`src/rtl/mole_hit_detector.sv`:
```
// Mole hit detector: maps a click at screen (x,y) back to a raised mole.
// Tracks per-hole mole heights and scans the 12 holes one per cycle.
module mole_hit_detector #(
  parameter int HOLE_W         = 42,
  parameter int MAX_HEIGHT     = 40,
  parameter int MIN_HIT_HEIGHT = 8
) (
  input  logic        clk,
  input  logic        reset,
  input  logic        anim_tick,
  input  logic [9:0]  mouse_x_pos,
  input  logic [8:0]  mouse_y_pos,
  input  logic        mouse_click,
  input  logic [11:0] mole_up,
  input  logic        is_start,
  input  logic        is_pause,
  output logic        hit_valid,
  output logic [3:0]  hit_index,
  output logic        miss_valid,
  output logic        busy
);

  localparam logic [1:0] S_IDLE   = 2'd0;
  localparam logic [1:0] S_SCAN   = 2'd1;
  localparam logic [1:0] S_REPORT = 2'd2;

  logic [1:0]  state;
  logic [3:0]  idx;
  logic [9:0]  x_lat;
  logic [8:0]  y_lat;
  logic        res_hit;
  logic [5:0]  h [12];

  logic [10:0] x0;
  logic [10:0] base;
  logic [5:0]  cur_h;
  logic [10:0] xl;
  logic [10:0] yl;
  logic [10:0] top;
  logic        match;

  // Mole rise/fall animation, identical to the renderer's.
  always_ff @(posedge clk or posedge reset) begin
    if (reset) begin
      for (int i = 0; i < 12; i++) h[i] <= '0;
    end else if (anim_tick && !is_pause) begin
      for (int i = 0; i < 12; i++) begin
        if (mole_up[i] && h[i] < 6'(MAX_HEIGHT))
          h[i] <= h[i] + 6'd1;
        else if (!mole_up[i] && h[i] != 6'd0)
          h[i] <= h[i] - 6'd1;
      end
    end
  end

  always_comb begin
    x0    = '0;
    base  = '0;
    cur_h = '0;
    case (idx)
      4'd0:  begin x0 = 11'd111; base = 11'd307; cur_h = h[0];  end
      4'd1:  begin x0 = 11'd230; base = 11'd307; cur_h = h[1];  end
      4'd2:  begin x0 = 11'd349; base = 11'd307; cur_h = h[2];  end
      4'd3:  begin x0 = 11'd468; base = 11'd307; cur_h = h[3];  end
      4'd4:  begin x0 = 11'd98;  base = 11'd352; cur_h = h[4];  end
      4'd5:  begin x0 = 11'd226; base = 11'd352; cur_h = h[5];  end
      4'd6:  begin x0 = 11'd354; base = 11'd352; cur_h = h[6];  end
      4'd7:  begin x0 = 11'd483; base = 11'd352; cur_h = h[7];  end
      4'd8:  begin x0 = 11'd80;  base = 11'd406; cur_h = h[8];  end
      4'd9:  begin x0 = 11'd221; base = 11'd406; cur_h = h[9];  end
      4'd10: begin x0 = 11'd360; base = 11'd406; cur_h = h[10]; end
      4'd11: begin x0 = 11'd501; base = 11'd406; cur_h = h[11]; end
      default: begin x0 = '0; base = '0; cur_h = '0; end
    endcase
  end

  // Base is always >= 307 and height <= 63, so top never underflows.
  assign xl    = {1'b0, x_lat};
  assign yl    = {2'b0, y_lat};
  assign top   = base - {5'b0, cur_h};
  assign match = (xl >= x0) && (xl < x0 + 11'(HOLE_W))
              && (yl >= top) && (yl < base)
              && (cur_h >= 6'(MIN_HIT_HEIGHT));

  always_ff @(posedge clk or posedge reset) begin
    if (reset) begin
      state      <= S_IDLE;
      idx        <= '0;
      x_lat      <= '0;
      y_lat      <= '0;
      res_hit    <= 1'b0;
      hit_valid  <= 1'b0;
      hit_index  <= '0;
      miss_valid <= 1'b0;
    end else begin
      hit_valid  <= 1'b0;
      miss_valid <= 1'b0;
      case (state)
        S_IDLE: begin
          if (mouse_click && is_start && !is_pause) begin
            x_lat <= mouse_x_pos;
            y_lat <= mouse_y_pos;
            idx   <= '0;
            state <= S_SCAN;
          end
        end
        S_SCAN: begin
          if (!is_start || is_pause) begin
            state <= S_IDLE;
          end else if (match) begin
            res_hit <= 1'b1;
            state   <= S_REPORT;
          end else if (idx == 4'd11) begin
            res_hit <= 1'b0;
            state   <= S_REPORT;
          end else begin
            idx <= idx + 4'd1;
          end
        end
        S_REPORT: begin
          hit_valid  <= res_hit;
          miss_valid <= !res_hit;
          if (res_hit) hit_index <= idx;
          state <= S_IDLE;
        end
        default: state <= S_IDLE;
      endcase
    end
  end

  assign busy = (state != S_IDLE);

endmodule

```
`config.mk`:
```
export PLATFORM = sky130hd
export DESIGN_NAME = mole_hit_detector
export DESIGN_NICKNAME = d
export VERILOG_FILES = /design/src/rtl/mole_hit_detector.sv
export SDC_FILE = /design/constraint.sdc
export NUM_CORES = 1
export LEC_CHECK = 0
export ABC_AREA = 1
export BUFFER_PORTS_ARGS = -buffer_cell sky130_fd_sc_hd__buf_2
export CORE_MARGIN = 5
export CORE_UTILIZATION = 60
export CTS_CLUSTER_DIAMETER = 150
export CTS_CLUSTER_SIZE = 40
export DETAILED_ROUTE_END_ITERATION = 7
export PLACE_DENSITY = 0.78
export RECOVER_POWER = 100
export REMOVE_ABC_BUFFERS = 1
export SLEW_MARGIN = 20
export SYNTH_ARGS = -nofsm -noshare
export SYNTH_HDL_FRONTEND = slang
export SYNTH_SLANG_ARGS = --single-unit
```
`constraint.sdc`:
```
create_clock -name clk -period 5.9 [get_ports clk]
set_clock_uncertainty 0.2 [all_clocks]
set_input_delay 0.59 -clock clk [delete_from_list [all_inputs] [get_ports clk]]
set_output_delay 0.59 -clock clk [all_outputs]
set_load 0.02 [all_outputs]
```
==> key figures <==
STA
  – Max Freq: 197.5 MHz
  – Final worst-path cycle share: 0.8583
  – Setup Viol. Count Final: 0
  – Worst Tran Pin Value: slightly below 2000 ps
  – Sum of negative setup slack: 0 ps
  – Tmin final: a little over 5000 ps
  – Worst relative slew slack: -0.3105
  – Final hold viol count: 0
  – Fin. max-slew vios: 46
  – Unrepaired setup endpoints after global routing: no

Place
  – Post-DP HPWL: ~15000 µm
  – Cells after DPL: about 1300
  – Input/output buffers: 43
  – RD Place Congestion: 0.9414

Setup path
  – Setup CP Type: reg -> reg
  – CP endpoint kind: flop
  – Most frequent CP cell: nand2_1
  – Crit path max fanout: 19
  – WP data required: roughly 6000 ps
  – Critical path data arrival time: slightly above 5000 ps
  – CP top delay family: simple AND/OR/NAND/NOR gates
  – Slowest stage cell on the critical path: ha_1
  – Largest stage delay, worst path: ~620 ps
  – Startpoint Class: flop
  – CP Buf/Inv Count: 2

Synth
  – Mapped Area: between 8000 and 9000 µm²
  – Top cell type's share of synthesized area: 0.3108
  – Syn_area_per_cell: 7.899 µm²
  – Asr flop ratio synth: 1.000
  – Cell taking the most area after synthesis: dfrtp_1
  – Number of synthesized flops with an enable pin: 0
  – Synthesized netlist cell count: approximately 1100
  – Seq cells post-synth: about 100
  – Count of cell types in the netlist: 41
  – Main flop type after synthesis: dfrtp_1
  – Largest cells by area after synthesis: dfrtp_1 (31%), ha_1 (15%), nand2_1 (9.1%), inv_1 (7.3%), nand3_1 (6.9%)
  – Yosys warning total: 0
  – Sequential-to-total area share from yosys stat: 0.3108
  – Synth top cells by count: nand2_1 (202), inv_1 (163), nand3_1 (116), dfrtp_1 (104), ha_1 (98)
  – Top-count cell post-synth: nand2_1

Clocking
  – Clk Latency, worst-skew pair: roughly 360 ps
  – Clk slew on worst S/H paths: 70 ps
  – Post-CTS Resized: 0
  – H-tree Lvls: 3
  – Setup Buffers After CTS: 0
  – Clk buf depth: 2
  – CTS root buf: clkbuf_16
  – # hold bufs at CTS: 0
  – Clock sinks: ~100
  – CTS tree: done
  – Cts bufs inserted: 9

Pwr
  – Worst VDD drop: 0.2933 mV
  – Leak: around 0.0048 µW
  – Sw Ratio: 0.4492
  – Pwr dens: about 490 nW/µm²
  – Net Switching: about 2000 µW
  – Power share of the sequential group: 0.318
  – Clock group share of total power: 0.149
  – Cell Int Power: roughly 2400 µW
  – Comb power frac: 0.532

Route
  – Routed WL: 18870 µm
  – DRC viols: 0
  – Drt via density: between 5 and 6
  – Initial drt markers: 535
  – Final ANT Viol Nets: 0
  – Routed vias: ~7000
  – Wire per inst: between 10 and 15 µm
  – Detailed Routing Iterations Pass 1: 5

Die
  – Total core area: 13770 µm²
  – Die height: 128.1 µm
  – Die ar.: about 16000 µm²
  – Io pins: 44
  – Die Wd: 128.1 µm
  – Starting Density: 0.6079
  – Cell Rows: 43

Run status
  – Status: finished with violations
  – Failing checks: max-capacitance violations, max-slew violations

Global route
  – Grt ovf: 0
  – Largest net degree at the start of global routing: 61
  – Initial antenna violation count: 0
  – First-pass GRT wire length: 32240 µm
  – Vias in the first global route: ~7000
  – Total GRT Usage: 0.2412

Cells and area
  – FILL cells: roughly 1200
  – Final #Nets: roughly 1300
  – Fin cells: approximately 1300
  – # diodes: 0
  – Layout cells sized above 1: 0.07776
  – Synth-to-layout area growth: 7.606%

Run
  – Max Cap Viol: 1

Worst hold path
  – Type of the worst min-delay path: in -> reg
[kinds of logic (layout without fill, tap and decap cells)]
group,count (synthesis),in the layout,share of synthesized area
adder cells (fa/ha/maj),111,111,0.1775
flip-flops,104,104,0.3108
multiplexers,16,16,0.02152
XOR/XNOR,61,61,0.06381
AO/OA/AOI/OAI,176,176,0.1198
AND/OR/NAND/NOR,411,411,0.2180
buffers and inverters,181,227,0.08846
[cell usage in the layout (no fill, tap or decap), types with 3 or more instances in the layout]
cell type / count
a21o_1: 13
a21oi_1: 50
a221oi_1: 9
buf_2: 36
clkbuf_1: 7
clkbuf_16: 9
dfrtp_1: 104
fa_1: 13
ha_1: 98
inv_1: 162
inv_2: 4
mux2_2: 16
nand2_1: 204
nand3_1: 117
nand3b_1: 3
nand4_1: 19
nor2_1: 47
nor3_1: 7
nor4_1: 6
o211ai_1: 3
o21ai_0: 82
o21ai_2: 3
o22ai_1: 6
xnor2_1: 34
xor2_1: 27
[area by class of cell]
| cell class | instances | area (µm²) | area share |
|---|---|---|---|
| multi-input combinational | 775 | 5010 | 0.5560 |
| clock buffer | 11 | 252.7 | 0.02805 |
| timing repair buffer | 44 | 211.5 | 0.02347 |
| tap | 180 | 225.2 | 0.02500 |
| clock inverter | 4 | 76.32 | 0.008471 |
| inverter | 168 | 631.9 | 0.07013 |
| sequential | 104 | 2603 | 0.2888 |
[registers in the layout, summed over array words and instances (netlist names)]
signal / flops
miss_valid: 1
h: 72
x_lat: 10
hit_index: 4
res_hit: 1
state: 2
hit_valid: 1
idx: 4
y_lat: 9
[per-stage QoR]
step / hold slack [ps] / setup slack (ps) / total power [µW] / utilization / cell area (µm²)
6_report: 261.7 / 836.1 / 4424 / 0.6542 / 9010
5_1_grt: 254.0 / 429.1 / 4913 / 0.6542 / 9010
4_1_cts: 109.3 / 1085 / 4441 / 0.6565 / 9042
3_5_place_dp: 271.0 / 1100 / 3764 / 0.6326 / 8713
3_3_place_gp: 263.6 / 1295 / 3675 / 0.6326 / 8713
2_1_floorplan: 215.7 / 1677 / 3208 / - / 8263
[worst reg2reg max path: cells and delay by family, from the launching register on]
kind                     cells  cell delay [ps]
AND/OR/NAND/NOR             22             2040
flip-flops                   1              470
adder cells (fa/ha/maj)      3             1270
AO/OA/AOI/OAI                3              490
XOR/XNOR                     1              140
buffers and inverters        2              370
[routing by layer]
metal	share of wire	up-vias	GRT usage
met5	0	-	0
met4	0.025	0	0.07303
met3	0.050	42	0.04833
met2	0.47	184	0.3959
li1	-	3613	-
met1	0.46	3356	0.3233
[power by group through the flow]
stage	Clock, µW	Combinational, µW	Sequential, µW
5_1_grt	701	2760	1460
3_3_place_gp	0	2260	1410
4_1_cts	671	2370	1400
3_5_place_dp	0	2350	1410
2_1_floorplan	0	1940	1260
6_report	661	2350	1410
[final timing paths]
check                      slack (ps)  cells past startpoint           startpoint              endpoint
hold / removal                    260                      2       mouse_y_pos[3]  y_lat[3]$_DFFE_PP0P_
hold reg to reg                   280                      1  res_hit$_DFFE_PP0P_  miss_valid$_DFF_PP0_
setup / recovery                  840                     31   idx[2]$_DFFE_PP0P_    idx[0]$_DFFE_PP0P_
setup reg to reg                  840                     31   idx[2]$_DFFE_PP0P_    idx[0]$_DFFE_PP0P_
max in group asynchronous        2810                      3                reset     h[38]$_DFFE_PP0P_
min in group asynchronous         520                      2                reset      h[9]$_DFFE_PP0P_
(Power assumes the default switching activity.)
